<file path="src/rtl/vend_pkg.sv">
// Shared types and helpers for the parametrised vending controller.
package vend_pkg;

    typedef enum logic [1:0] {
        IDLE   = 2'd0,
        VEND   = 2'd1,
        CHANGE = 2'd2
    } state_t;

    localparam logic [1:0] COIN_NONE   = 2'b00;
    localparam logic [1:0] COIN_CODE_A = 2'b01;
    localparam logic [1:0] COIN_CODE_B = 2'b10;
    localparam logic [1:0] COIN_CODE_C = 2'b11;

    // Value in units of a coin code, given the three configured denominations.
    function automatic int coin_value(input logic [1:0] code, input int val_a,
                                      input int val_b, input int val_c);
        case (code)
            COIN_CODE_A: coin_value = val_a;
            COIN_CODE_B: coin_value = val_b;
            COIN_CODE_C: coin_value = val_c;
            default:     coin_value = 0;
        endcase
    endfunction

    // Largest of three values, used to bound the credit range at elaboration.
    function automatic int max3(input int x, input int y, input int z);
        int m;
        m = x;
        if (y > m) m = y;
        if (z > m) m = z;
        max3 = m;
    endfunction

endpackage

</file>
<file path="src/rtl/change_dispenser.sv">
// Down-counter emitting one registered change pulse per unit; shared by
// change-after-vend and refund. load and count in the same cycle loads the
// amount and issues the first pulse at once.
module change_dispenser #(
    parameter int CREDIT_W = 4
) (
    input  logic                clk,
    input  logic                reset,
    input  logic                load,
    input  logic [CREDIT_W-1:0] load_val,
    input  logic                count,
    output logic                change,
    output logic                done
);

    logic [CREDIT_W-1:0] cnt_q, cnt_d;
    logic                change_q, change_d;
    logic                done_q, done_d;

    // Next count, pulse and "nothing left" flag.
    always_comb begin
        cnt_d    = cnt_q;
        change_d = count;
        if (load) begin
            cnt_d = load_val - CREDIT_W'(count);
        end else if (count) begin
            cnt_d = cnt_q - 1'b1;
        end
        done_d = (cnt_d == '0);
    end

    // Counter and pulse registers, synchronous active-low reset.
    always_ff @(posedge clk) begin
        if (!reset) begin
            cnt_q    <= '0;
            change_q <= 1'b0;
            done_q   <= 1'b1;
        end else begin
            cnt_q    <= cnt_d;
            change_q <= change_d;
            done_q   <= done_d;
        end
    end

    assign change = change_q;
    assign done   = done_q;

endmodule

</file>
<file path="src/rtl/vend_fsm_param.sv">
// Vending controller: accumulates coin credit, vends at PRICE, pays change
// and refunds as serial unit pulses. All outputs come straight from flops.
module vend_fsm_param
    import vend_pkg::*;
#(
    parameter int CREDIT_W = 4,
    parameter int PRICE    = 5,
    parameter int COIN_A   = 1,
    parameter int COIN_B   = 2,
    parameter int COIN_C   = 5
) (
    input  logic                clk,
    input  logic                reset,
    input  logic [1:0]          coin,
    input  logic                cancel,
    output logic                product,
    output logic                change,
    output logic                coin_reject,
    output logic [CREDIT_W-1:0] credit,
    output logic                busy
);

    localparam int MAX_COIN = max3(COIN_A, COIN_B, COIN_C);
    localparam logic [CREDIT_W:0] PRICE_W = (CREDIT_W+1)'(PRICE);

    // Credit can never exceed PRICE-1 plus one coin, so this keeps it in range.
    if (PRICE < 1 || COIN_A < 1 || COIN_B < 1 || COIN_C < 1 ||
        (PRICE - 1 + MAX_COIN) > (2**CREDIT_W - 1)) begin : g_param_err
        $error("vend_fsm_param: illegal parameter combination");
    end

    state_t              state_q, state_d;
    logic [CREDIT_W-1:0] credit_q, credit_d;
    logic                product_q, product_d;
    logic                coin_reject_q, coin_reject_d;
    logic                busy_q, busy_d;

    logic [CREDIT_W:0]   coin_val;
    logic [CREDIT_W:0]   sum;
    logic                disp_load;
    logic [CREDIT_W-1:0] disp_load_val;
    logic                disp_count;
    logic                disp_done;

    assign coin_val = (CREDIT_W+1)'(coin_value(coin, COIN_A, COIN_B, COIN_C));
    assign sum      = {1'b0, credit_q} + coin_val;

    // Next-state and output decode; cancel beats a simultaneous coin.
    always_comb begin
        state_d       = state_q;
        credit_d      = credit_q;
        product_d     = 1'b0;
        coin_reject_d = 1'b0;
        disp_load     = 1'b0;
        disp_load_val = '0;
        disp_count    = 1'b0;
        case (state_q)
            IDLE: begin
                if (cancel) begin
                    coin_reject_d = (coin != COIN_NONE);
                    if (credit_q != '0) begin
                        disp_load     = 1'b1;
                        disp_load_val = credit_q;
                        disp_count    = 1'b1;
                        credit_d      = '0;
                        state_d       = CHANGE;
                    end
                end else if (coin != COIN_NONE) begin
                    if (sum >= PRICE_W) begin
                        credit_d      = '0;
                        disp_load     = 1'b1;
                        disp_load_val = CREDIT_W'(sum - PRICE_W);
                        product_d     = 1'b1;
                        state_d       = VEND;
                    end else begin
                        credit_d = sum[CREDIT_W-1:0];
                    end
                end
            end
            VEND: begin
                coin_reject_d = (coin != COIN_NONE);
                if (!disp_done) begin
                    disp_count = 1'b1;
                    state_d    = CHANGE;
                end else begin
                    state_d = IDLE;
                end
            end
            CHANGE: begin
                coin_reject_d = (coin != COIN_NONE);
                if (disp_done) begin
                    state_d = IDLE;
                end else begin
                    disp_count = 1'b1;
                end
            end
            default: state_d = IDLE;
        endcase
        busy_d = (state_d != IDLE);
    end

    // State and output registers, synchronous active-low reset.
    always_ff @(posedge clk) begin
        if (!reset) begin
            state_q       <= IDLE;
            credit_q      <= '0;
            product_q     <= 1'b0;
            coin_reject_q <= 1'b0;
            busy_q        <= 1'b0;
        end else begin
            state_q       <= state_d;
            credit_q      <= credit_d;
            product_q     <= product_d;
            coin_reject_q <= coin_reject_d;
            busy_q        <= busy_d;
        end
    end

    change_dispenser #(
        .CREDIT_W (CREDIT_W)
    ) u_change_dispenser (
        .clk      (clk),
        .reset    (reset),
        .load     (disp_load),
        .load_val (disp_load_val),
        .count    (disp_count),
        .change   (change),
        .done     (disp_done)
    );

    assign product     = product_q;
    assign coin_reject = coin_reject_q;
    assign credit      = credit_q;
    assign busy        = busy_q;

endmodule
</file>
<file path="config.mk">
export PLATFORM = sky130hd
export DESIGN_NAME = vend_fsm_param
export DESIGN_NICKNAME = d
export VERILOG_FILES = /design/src/rtl/vend_pkg.sv /design/src/rtl/change_dispenser.sv /design/src/rtl/vend_fsm_param.sv
export SDC_FILE = /design/constraint.sdc
export NUM_CORES = 1
export LEC_CHECK = 0
export CAP_MARGIN = 30
export CORE_AREA = 2 2 51 53
export CTS_BUF_LIST = sky130_fd_sc_hd__clkbuf_8
export CTS_CLUSTER_DIAMETER = 80
export DETAILED_ROUTE_END_ITERATION = 16
export DIE_AREA = 0 0 53 55
export GPL_ROUTABILITY_DRIVEN = 1
export GPL_TIMING_DRIVEN = 0
export PLACE_DENSITY_LB_ADDON = 0.3
export SLEW_MARGIN = 40
export SYNTH_ARGS = -nofsm -noshare
export SYNTH_HDL_FRONTEND = slang
export SYNTH_HIERARCHICAL = 1
export SYNTH_SLANG_ARGS = --single-unit
</file>
<file path="constraint.sdc">
create_clock -name clk -period 2.9 [get_ports clk]
set_input_delay 0.435 -clock clk [delete_from_list [all_inputs] [get_ports clk]]
set_output_delay 0.435 -clock clk [all_outputs]
set_load 0.03 [all_outputs]
</file>
==> results of run 1 <==
state kept, by name (all words and copies together), names as in the netlist:
signal and count:
product 1, state_q 2, credit 4, u_change_dispenser/done 1, u_change_dispenser/change 1, busy 1, coin_reject 1, u_change_dispenser/cnt_q 4
cells in the mapped netlist (2+ instances only):
| library cell | number |
|---|---|
| dfxtp_1 | 15 |
| ha_1 | 12 |
| nand2_1 | 12 |
| inv_1 | 11 |
| nor2_1 | 11 |
| a21oi_1 | 10 |
| and2_1 | 7 |
| nor2b_1 | 6 |
| o21ai_0 | 5 |
| o31ai_1 | 5 |
| xor2_1 | 5 |
| o2bb2ai_1 | 3 |
| and3_1 | 2 |
| mux2i_1 | 2 |
| nand2b_1 | 2 |
| nor3b_1 | 2 |
| nor4_2 | 2 |
| xnor2_1 | 2 |
critical path, delay by kind of cell, from the launching register on:
kind / cells / cell delay [ns]
xor gates and xnor gates: 1 / 0.13
buffers and inverters: 2 / 0.13
adders and majority gates: 4 / 1.07
DFF: 1 / 0.37
and+or+nand+nor: 2 / 0.25
AOI/OAI and AO/OA: 4 / 0.77
muxes: 1 / 0.11
where the power goes:
| part | total, uW | leakage [uW] | switching (uW) | internal, uW |
|---|---|---|---|---|
| registers | 316 | 0.000124 | 51.5 | 264 |
| clock network | 163 | 0.0000269 | 69.6 | 93.8 |
| logic | 607 | 0.000448 | 326 | 281 |
| total | 1090 | 0.000598 | 448 | 639 |
cells in the final DEF (no fill, tap or decap), drive strengths merged, types with 3 or more instances in the layout:
master	n
o31ai	5
nor2b	6
buf	8
clkbuf	3
nand2	12
o21ai	6
nor2	11
and2	8
o2bb2ai	3
xor2	5
dfxtp	15
inv	13
ha	12
a21oi	11
clkdlybuf4s50	10
cells by family (layout without fill, tap and decap cells):
group,count (synthesis),after routing,share of synthesized area [%]
and+or+nand+nor,49,49,25.5
adders and majority gates,13,13,15.2
DFF,15,15,26.8
buffers and inverters,13,35,4.36
muxes,2,2,1.79
xor gates and xnor gates,7,7,5.47
AOI/OAI and AO/OA,34,34,20.9
per-layer routing:
layer  GRT usage [%]  wire, um  vias to the layer above
li1                -         -                      512
met1            23.4      1110                      453
met2            32.1      1190                       22
met3            5.11       112                        4
met4            8.97        51                        0
met5               0         0                        -
stage by stage:
| step | setup TNS [ns] | total power [uW] | instance area (um^2) | setup slack [ns] | hold slack, ns |
|---|---|---|---|---|---|
| after floorplan | -0.0118 | 722 | 1140 | -0.0118 | 0.506 |
| after global placement | -3.48 | 835 | 1290 | -0.805 | 0.576 |
| after detailed placement | -3.70 | 850 | 1290 | -0.837 | 0.582 |
| after CTS | 0 | 1050 | 1390 | 0.0000711 | 0.597 |
| after global routing | -0.446 | 1170 | 1440 | -0.203 | 0.628 |
| final | -0.0152 | 1090 | 1440 | -0.0152 | 0.609 |
final timing paths:
| check | startpoint | endpoint | slack (ns) | cells after the start |
|---|---|---|---|---|
| worst max register to register | credit[0] | u_change_dispenser/done | -0.02 | 14 |
| worst max-delay path | credit[0] | u_change_dispenser/done | -0.02 | 14 |
| worst min register to register | credit[3] | credit[3] | 0.61 | 1 |
| worst min-delay path | credit[3] | credit[3] | 0.61 | 1 |
repair_timing:
item / in CTS / in global routing
pin swaps: 6 / 8
endpoints found under the setup margin: 5 / 4
setup buffers: 3 / 3
resized for setup: 16 / 5
layout make-up:
type	count	area share, %
Sequential cell	15	21.1
Clock inverter	1	0.260
Timing Repair Buffer	18	11.2
Tap cell	30	2.60
Inverter	12	3.12
Clock buffer	3	2.86
Multi-Input combinational cell	105	58.7
Buffer	1	0.260
==> impl_metrics.toml, run 1 <==
[outcome]
status = "complete, but fails checks"
violations = "setup timing"

[logic_synthesis]
async_flop_share_pct = 0
syn_avg_cell_area_um2 = 8.42
synth_seq_cells = 15
synth_area_um2 = 1120
synth_edf_count = 0
synthFlopType = "dfxtp_1"
syn_nets = 151
ys_warn_count = 6
synth.distinct_cells = 37
yosysTopAreaCell = "dfxtp_1"
syn_inst = 133
synth_seq_area_share_pct = 26.8
synthTopCellsByArea = "dfxtp_1, ha_1, a21oi_1, nand2_1, and2_1"
synth_top_area_share_pct = 26.8

[cts]
cts_buffer_depth = 2
root_buffer = "clkbuf_8"
clk_latency_ns = 0.25
cts_num_sinks = 15
clk_pin_slew_ns = 0.06
cts_tree = "done"
cts-hold-fix-buffers = 0
ctsHtreeMaxLevel = 1
cts_buffers = 3

[floorplan]
die-height_um = 55
die_w_um = 53
boundaryPins = 13
core_region_area_um2 = 2360
die_area_um2 = 2920
start_util_pct = 47.4
fp-row-count = 18

[final_layout]
nFillCells = 207
final_net_count = 174
multiInputGateArea_um2 = 847
syn_to_final_growth_pct = 28.9
diodes = 0
drive_gt1_share_pct = 20.6
final_core_util_pct = 61.1
regArea_um2 = 304
layoutNonFillerInstCount = 185

[setup_path]
crit_type = "reg2reg"
critPathMaxStageDelay_ns = 0.56
cp-start-kind = "flip-flop"
endpoint_kind = "flip-flop"
cp.required_ns = 3.07
crit_chain = "ha_4 -> fa_2 -> inv_2 -> ha_4 -> o31ai_4 -> o21ai_2 -> a21boi_2 -> nor2_1 -> inv_1 -> ha_2 -> nor3b_4 -> xnor2_1 -> mux2i_1 -> o31ai_1"
crit_slowest_cell = "fa_2"
crit_path_max_fanout = 5
cp_common_cell = "ha_4"
worstPathArrival_ns = 3.08

[routing]
ant_nets = 0
wire_per_inst_um = 13.3
num_vias = 991
dr.pass1.iters = 4
drc = 0
drtIter0Drc = 36
drt-total-wl_um = 2460
routed_via_density = 5.36

[timing]
setup_violations = 1
setup_ws_ns = -0.0152
period_needed_ns = 2.92
rsz0062_at_grt = "yes"
worst_slew_pin_slew_ns = 0.635
hold_viol = 0
fin_crit_sh_pct = 101
slew_viol_final = 0
finClkSkew_ns = 0.00191
fmax_ghz = 0.343
relSlewSlack_pct = 57.0

[global_route]
overflow = 0
grt_pass1_wl_um = 3970
grtUsageTotal_pct = 19.3
grt_pass1_vias = 892
grt_max_degree = 13
antenna_found_initial = 0

[power]
ir_drop_mv = 0.621
p_per_area_nw_per_um2 = 752
leakagePower_uw = 0.000598

[run]
maxCapViolCount = 0

[placed_design]
place_hpwl_um = 1740
io_buffers = 12
placedCellCount = 175
globalplace.congestion = 0.860

[hold_path]
hold_path.class = "reg2reg"
(Power assumes the default switching activity.)
==> run 2, diff against run 1 <==
Settings changed: SKIP_LAST_GASP from default to 1.
==> results of run 2 <==
Final layout, timing and power as in run 1 (identical DEF).
